`src/rtl/instr_pkg.sv`:
```
// Shared instruction-word layout for the encoder and decoder.
package instr_pkg;

  localparam int unsigned INSTR_W  = 16;
  localparam int unsigned OPC_MSB  = 15;
  localparam int unsigned OPC_W    = 4;
  localparam int unsigned OPC_LSB  = OPC_MSB - OPC_W + 1;
  localparam int unsigned REG_W    = 3;
  localparam int unsigned RD_LSB   = 9;
  localparam int unsigned FLAG_BIT = 8;
  localparam int unsigned RA_LSB   = 5;
  localparam int unsigned RB_LSB   = 2;
  localparam int unsigned IMM_W    = 8;

  typedef logic [INSTR_W-1:0] instr_t;

  // FIFO payload: format tag alongside the packed word
  typedef struct packed {
    logic   is_imm;
    instr_t word;
  } enc_entry_t;

  // Register format leaves [1:0] at zero; immediate format ignores ra/rb.
  function automatic instr_t pack_instr(
    input logic [OPC_W-1:0] opc,
    input logic [REG_W-1:0] rd,
    input logic             flag,
    input logic [REG_W-1:0] ra,
    input logic [REG_W-1:0] rb,
    input logic [IMM_W-1:0] imm,
    input logic             is_imm
  );
    instr_t w;
    w                     = '0;
    w[OPC_LSB +: OPC_W]   = opc;
    w[RD_LSB +: REG_W]    = rd;
    w[FLAG_BIT]           = flag;
    if (is_imm) begin
      w[0 +: IMM_W]       = imm;
    end else begin
      w[RA_LSB +: REG_W]  = ra;
      w[RB_LSB +: REG_W]  = rb;
    end
    return w;
  endfunction

endpackage

```
`src/rtl/enc_fifo.sv`:
```
// Small synchronous FIFO buffering encoded instruction entries.
module enc_fifo #(
  parameter int unsigned DEPTH = 4,
  parameter int unsigned WIDTH = 17
) (
  input  logic             clock,
  input  logic             reset_n,
  input  logic             flush,
  input  logic             wr_en,
  input  logic [WIDTH-1:0] wr_data,
  output logic             full,
  input  logic             rd_en,
  output logic             empty,
  output logic [WIDTH-1:0] rd_data
);

  localparam int unsigned AW = $clog2(DEPTH);
  localparam logic [AW:0] FULL_LVL = (AW + 1)'(DEPTH);

  logic [WIDTH-1:0] mem [DEPTH];
  logic [AW-1:0]    wr_ptr;
  logic [AW-1:0]    rd_ptr;
  logic [AW:0]      count;
  logic             do_wr;
  logic             do_rd;

  assign full    = (count == FULL_LVL);
  assign empty   = (count == '0);
  // flush overrides any transfer presented in the same cycle
  assign do_wr   = wr_en && !full && !flush;
  assign do_rd   = rd_en && !empty && !flush;
  assign rd_data = empty ? '0 : mem[rd_ptr];

  // Storage write; contents need no reset since the head is masked when empty
  always_ff @(posedge clock) begin
    if (do_wr) begin
      mem[wr_ptr] <= wr_data;
    end
  end

  // Pointers and occupancy; pointers wrap naturally at power-of-two DEPTH
  always_ff @(posedge clock or negedge reset_n) begin
    if (!reset_n) begin
      wr_ptr <= '0;
      rd_ptr <= '0;
      count  <= '0;
    end else if (flush) begin
      wr_ptr <= '0;
      rd_ptr <= '0;
      count  <= '0;
    end else begin
      if (do_wr) wr_ptr <= wr_ptr + 1'b1;
      if (do_rd) rd_ptr <= rd_ptr + 1'b1;
      case ({do_wr, do_rd})
        2'b10:   count <= count + 1'b1;
        2'b01:   count <= count - 1'b1;
        default: count <= count;
      endcase
    end
  end

endmodule

```
`src/rtl/instruction_encoder.sv`:
```
// Packs register/immediate fields into 16-bit instruction words and buffers them.
module instruction_encoder
  import instr_pkg::*;
#(
  parameter int unsigned DEPTH        = 4,
  parameter logic [15:0] IMM_OPC_MASK = 16'hF000,
  parameter int unsigned CNT_W        = 16
) (
  input  logic             clock,
  input  logic             reset_n,
  input  logic             flush,
  input  logic             in_valid,
  output logic             in_ready,
  input  logic [3:0]       in_opcode,
  input  logic [2:0]       in_rd,
  input  logic             in_flag,
  input  logic [2:0]       in_ra,
  input  logic [2:0]       in_rb,
  input  logic [7:0]       in_imm,
  output logic             out_valid,
  input  logic             out_ready,
  output logic [15:0]      out_instruct,
  output logic             out_is_imm,
  output logic [CNT_W-1:0] emit_count
);

  enc_entry_t enc_in;
  enc_entry_t enc_head;
  logic       fifo_full;
  logic       fifo_empty;

  // Encode fields at the FIFO input
  always_comb begin
    enc_in        = '0;
    enc_in.is_imm = IMM_OPC_MASK[in_opcode];
    enc_in.word   = pack_instr(in_opcode, in_rd, in_flag, in_ra, in_rb,
                               in_imm, enc_in.is_imm);
  end

  enc_fifo #(
    .DEPTH (DEPTH),
    .WIDTH ($bits(enc_entry_t))
  ) u_fifo (
    .clock   (clock),
    .reset_n (reset_n),
    .flush   (flush),
    .wr_en   (in_valid),
    .wr_data (enc_in),
    .full    (fifo_full),
    .rd_en   (out_ready),
    .empty   (fifo_empty),
    .rd_data (enc_head)
  );

  assign in_ready     = !fifo_full;
  assign out_valid    = !fifo_empty;
  assign out_instruct = enc_head.word;
  assign out_is_imm   = enc_head.is_imm;

  // Count words handed to the consumer; flush-cycle pops are not counted
  always_ff @(posedge clock or negedge reset_n) begin
    if (!reset_n) begin
      emit_count <= '0;
    end else if (out_valid && out_ready && !flush) begin
      emit_count <= emit_count + 1'b1;
    end
  end

endmodule

```
`config.mk`:
```
export PLATFORM = sky130hd
export DESIGN_NAME = instruction_encoder
export DESIGN_NICKNAME = d
export VERILOG_FILES = /design/src/rtl/instr_pkg.sv /design/src/rtl/enc_fifo.sv /design/src/rtl/instruction_encoder.sv
export SDC_FILE = /design/constraint.sdc
export NUM_CORES = 1
export LEC_CHECK = 0
export CORE_ASPECT_RATIO = 1.25
export CORE_MARGIN = 5
export CORE_UTILIZATION = 50
export CTS_CLUSTER_SIZE = 20
export DETAILED_ROUTE_END_ITERATION = 16
export GPL_ROUTABILITY_DRIVEN = 0
export PLACE_DENSITY = 0.77
export SLEW_MARGIN = 20
export SYNTH_ARGS = -nofsm -noshare
export SYNTH_HDL_FRONTEND = slang
export SYNTH_HIERARCHICAL = 1
export SYNTH_SLANG_ARGS = --single-unit
```
`constraint.sdc`:
```
create_clock -name clock -period 4.95 [get_ports clock]
set_clock_uncertainty 0.05 [all_clocks]
set_input_delay 1.2375 -clock clock [delete_from_list [all_inputs] [get_ports clock]]
set_output_delay 1.2375 -clock clock [all_outputs]
set_load 0.1 [all_outputs]
```
* Yosys cells after proc, flatten, opt, wreduce, memory -nomap -nowiden
Memory sizes are Yosys's and may differ from the RTL's.
Cells that the tools add are included.
** Word-level totals
- Output and inout port bits :: 35
- Register bits :: 23
- Word-level logic and storage cells :: 38
- Memory bits (writable) :: 68
- Bits in read-only memories :: 16
- Memories :: 2
** Operators by class
- $add $sub $neg :: 5
- Equal/unequal tests :: 3
- Multiplexer cells :: 12
- Reductions and logical operators :: 11
- Magnitude comparators :: 1
** Memories
- u_fifo.mem :: depth 4, width 17, rd ports 1, clocked after memory_dff 0, wr ports 1, RTL line enc_fifo.sv:20 : logic [WIDTH-1:0] mem [DEPTH];
- (name not given) :: depth 16, width 1, rd ports 1, clocked after memory_dff 0, wr ports 0, RTL line instruction_encoder.sv:35 : enc_in.is_imm = IMM_OPC_MASK[in_opcode];
** Operators by type and width (number)
- $mux 17 :: 1
- $add 16x1->16 const B :: 1
- $mux 2 :: 5
- $mux 6 :: 1
- $pmux 3 s2 :: 1
- $lt 4x5->1 const B :: 1
- $add 2x1->2 const B :: 2
- $logic_and 1x1->1 :: 4
- $reduce_bool 2->1 :: 2
- $add 3x1->3 const B :: 1
- $eq 3x3->1 const B :: 1
- $logic_not 1->1 :: 3
- $logic_not 3->1 :: 1
- $mux 1 :: 3
- $mux 3 :: 1
- $reduce_bool 3->1 :: 1
- $sub 3x1->3 const B :: 1
- $eq 2x1->1 const B :: 1
- $eq 2x2->1 const B :: 1

* Logic depth before layout (Yosys ltp)
- Depth in word-level cells :: 7
- Depth in mapped cells :: 9
- Gate-level depth less buffers :: 6

* By module
Netlist, hierarchy kept.
** Modules (own cells, without submodules)
- enc_fifo :: instances 1, area each 3176.8 µm², sequential area each 2217.1 µm², cells an instance 175
- instruction_encoder :: instances 1, area each 822.0 µm², sequential area each 400.4 µm², cells an instance 71

* Worst setup path before layout
Ideal clock, no wire load.
- Kind :: reg2out
- Start :: register u_fifo.rd_ptr[0]
- End :: output out_instruct[10]
- Cell stages (with the launch flop) :: 5
- Arrival time :: 1.715 ns
- Path slack :: 1.947 ns
- Cells stage by stage :: dfrtp_1 buf_6 buf_6 mux4_2 and2_1
** Between the ends
- Longest elaborated chain between the ends :: 2
** RTL lines
- from (decl) :: RTL line enc_fifo.sv:22 : logic [AW-1:0] rd_ptr;
- from (signal assigned) :: RTL line enc_fifo.sv:53 : if (do_rd) rd_ptr <= rd_ptr + 1'b1;
- $mem_v2 4x17
- $mux 17 :: RTL line enc_fifo.sv:32 : assign rd_data = empty ? '0 : mem[rd_ptr];
- to (decl) :: RTL line instruction_encoder.sv:22 : output logic [15:0] out_instruct,
Every way passes these cells.

* Worst setup path after layout
- Start :: register u_fifo.count[0]
- End :: output in_ready
** Between the ends
- Longest elaborated chain between the ends :: 2
** RTL lines
- from (decl) :: RTL line enc_fifo.sv:23 : logic [AW:0] count;
- from (signal assigned) :: RTL line enc_fifo.sv:55 : 2'b10: count <= count + 1'b1;
- from (signal assigned) :: RTL line enc_fifo.sv:56 : 2'b01: count <= count - 1'b1;
- from (signal assigned) :: RTL line enc_fifo.sv:57 : default: count <= count;
- $eq 3x3->1 :: RTL line enc_fifo.sv:27 : assign full = (count == FULL_LVL);
- via fifo_full :: RTL line instruction_encoder.sv:29 : logic fifo_full;
- $logic_not 1->1 :: RTL line instruction_encoder.sv:55 : assign in_ready = !fifo_full;
- to (decl) :: RTL line instruction_encoder.sv:13 : output logic in_ready,
The timed path passes the listed nets, and every way through them passes these cells.

==> out/qor.yml <==
logic_synthesis:
  yosysTopAreaCell: "edfxtp_1"
  async_flop_share_pct: 25.27
  synth-seq-cells: 91
  synth_cell_types: 44
  synthCells: 246
  synth.cell_area_um2: 3999
  synthesis.nets: 279
  yosysWarnings: 6
  synth_ff_type: "edfxtp_1"
  synth.top_cell.area_share_pct: 51.06
  synth.area.top_cells: "edfxtp_1 51%, dfrtp_1 14%, mux4_2 9.6%, and2_1 3.3%, xnor2_1 2.2%"
  yosysSeqAreaShare_pct: 65.46
  syn_area_per_cell_um2: 16.26
  synth_edf_count: 68
setup_path:
  end_kind: "output pin"
  cp-start-kind: "flip-flop"
  path_cells: "nor3b_2 -> inv_1 -> clkdlybuf4s50_1"
  crit_family: "buffers and inverters"
  crit_buf_inv: 2
  cpMaxStageDelayCell: "clkdlybuf4s50_1"
  arrival_ns: 2.34
  crit_path_max_fanout: 11
  worstSetupPathType: "reg -> out"
  slowest_delay_ns: 0.98
  rrSetupSlack_ns: 2.23
  cp.required_ns: 3.66
flow_run:
  max-cap-violations: 0
routing:
  drt_first_pass_iters: 4
  vias: 2254
  drtIter0Drc: 144
  drc: 0
  routed_via_density: 5.538
  drtAntennaViolNets: 0
  routedWlPerCell_um: 17.97
  wl_um: 7313
timing:
  fmax_mhz: 275.9
  fin_tns_setup_ns: 0
  rsz0062_at_grt: "false"
  fin_crit_sh_pct: 73.22
  worstMarginPinSlew_ns: 0.9976
  final-setup-viol-count: 0
  fin_crit_ns: 3.624
  timing.final.max_slew_violations: 0
  hold_viol: 0
  setup_slack_ns: 1.326
  slew_headroom_pct: 33.29
pwr:
  powerDensity_nw_per_um2: 539.3
  leakage_nw: 1.776
  combinationalPowerShare_pct: 45.2
  power.total_mw: 2.586
  power_switching_mw: 1.205
  p_seq_share_pct: 36.8
  ir_drop_uv: 488.7
  cell_internal_pwr_mw: 1.382
  clock_power_share_pct: 18.1
  p_sw_share_pct: 46.57
cts:
  clock_sinks: 91
  max-clock-path-buffers: 2
  root_buffer: "clkbuf_8"
  worstSkewPairLatency_ns: 0.35
  cts_resized: 0
  holdBufCountCts: 0
  cts_buffers: 9
  cts_setup_buffers: 0
  path_clk_slew_ns: 0.09
  cts.htree.levels: 3
  cts_tree: "yes"
floorplan:
  io_pins: 62
  die_y_um: 110.0
  start_util_pct: 51.32
  die_area_um2: 9898
  rows: 36
  dieWidth_um: 89.99
  coreArea_um2: 7792
place:
  dpl-instance-area_um2: 4607
  detailed_place_hpwl_um: 5013
  preCtsSetupSlack_ns: 1.385
  port_buffers: 61
layout:
  syn_to_final_growth_pct: 19.93
  drive_above_1_share_pct: 21.47
  post-route-util_pct: 61.54
  final_nets: 340
  diodes: 0
  final_cell_area_um2: 4796
min_path:
  hp-class: "reg -> reg"
global_route:
  grt_max_degree: 24
  grt_pass1_wl_um: 12150
  grt_use_total_pct: 15.90
  grt_pass1_vias: 2372
  antenna_found_initial: 0
  grt_overflow: 0
status:
  status: "finished, final reports clean"
==> sequential cells by signal, indices dropped and copies added, names as in the netlist <==
register       count
emit_count        16
u_fifo/count       3
u_fifo/mem        68
u_fifo/rd_ptr      2
u_fifo/wr_ptr      2
==> Yosys cell counts (all sizes together), types with 2 or more instances <==
master	number
ha	5
nand2	8
edfxtp	68
nor2	9
a21oi	3
and2	21
and4	2
mux4	17
nand3	3
nor3b	2
inv	11
xor2	8
nand2b	3
nor4	2
mux2i	2
buf	11
mux2	7
or3	3
o21ai	2
nand3b	2
and3	7
xnor2	10
dfrtp	23
nand4	3
==> routing by layer <==
metal / wire, um / share of wire [%] / track usage [%]
met1: 2886 / 39 / 19.14
met2: 3758 / 51 / 26.88
met3: 531 / 7.3 / 5.092
met4: 137 / 1.9 / 6.277
met5: 0 / 0 / 0
==> layout by cell type, fill, tap and decap left out, types with 2 or more instances in the layout <==
cell             instances
nor2_1                   9
nand3_1                  3
ha_1                     5
edfxtp_1                68
mux4_2                  17
o21ai_0                  2
clkinv_4                 2
nand3b_1                 2
xor2_1                   7
nand2b_1                 3
inv_6                    2
clkdlybuf4s50_1         42
buf_4                   19
mux2i_1                  2
mux2_2                   7
and3_1                   7
clkbuf_8                 9
and2_1                  21
inv_1                   11
nand4_1                  2
a21oi_1                  3
dfrtp_1                 23
nand2_1                  8
xnor2_1                 10
or3_1                    3
==> through the flow <==
stage               hold slack (ns)  std cells
floorplan                    0.5103        246
global placement             0.4113        391
detailed placement           0.4108        391
CTS                          0.4327        407
global route                 0.4763        407
finish                       0.4257        407
==> final timing paths <==
| kind | start | to | cells past startpoint |
|---|---|---|---|
| worst max-delay path | u_fifo/count[0] | in_ready | 3 |
| worst min-delay path | emit_count[15] | emit_count[15] | 1 |
| worst max register to register | u_fifo/count[0] | emit_count[15] | 6 |
| worst min register to register | emit_count[15] | emit_count[15] | 1 |
| max in group asynchronous | reset_n | emit_count[12] | 1 |
| min in group asynchronous | reset_n | emit_count[9] | 1 |
==> power groups by stage <==
stage | combinational [mW] | clock [mW] | sequential, mW
final | 1.17 | 0.467 | 0.951
after global routing | 1.22 | 0.525 | 0.964
after CTS | 1.18 | 0.489 | 0.952
after detailed placement | 1.18 | 0 | 0.967
after global placement | 1.17 | 0 | 0.966
after floorplan | 0.886 | 0 | 1.04
==> worst register-to-register path: stages (launching register included) <==
cell and delay [ns]:
dfrtp_1 0.62, or3_1 0.60, inv_1 0.21, nor3b_4 0.45, nand4_2 0.31, nor4_2 0.25, xor2_1 0.17
==> kinds of logic (layout without fill, tap and decap cells) <==
group	after synthesis	in the layout	synth area share (%)
AO/OA/AOI/OAI	15	15	2.785
XOR/XNOR	18	18	4.130
adder cells (fa/ha/maj)	6	6	2.065
buffers and inverters	23	89	3.129
flip-flops	91	91	65.46
multiplexers	26	26	12.05
AND/OR/NAND/NOR	67	67	10.39
==> area by class of cell <==
cell class,count,area [um^2]
tap,95,118.9
multi-input combinational,132,1256
clock buffer,9,123.9
timing repair buffer,62,568.0
fill,611,2997
sequential,91,2618
inverter,11,41.29
clock inverter,7,70.07
(Power assumes the default switching activity.)
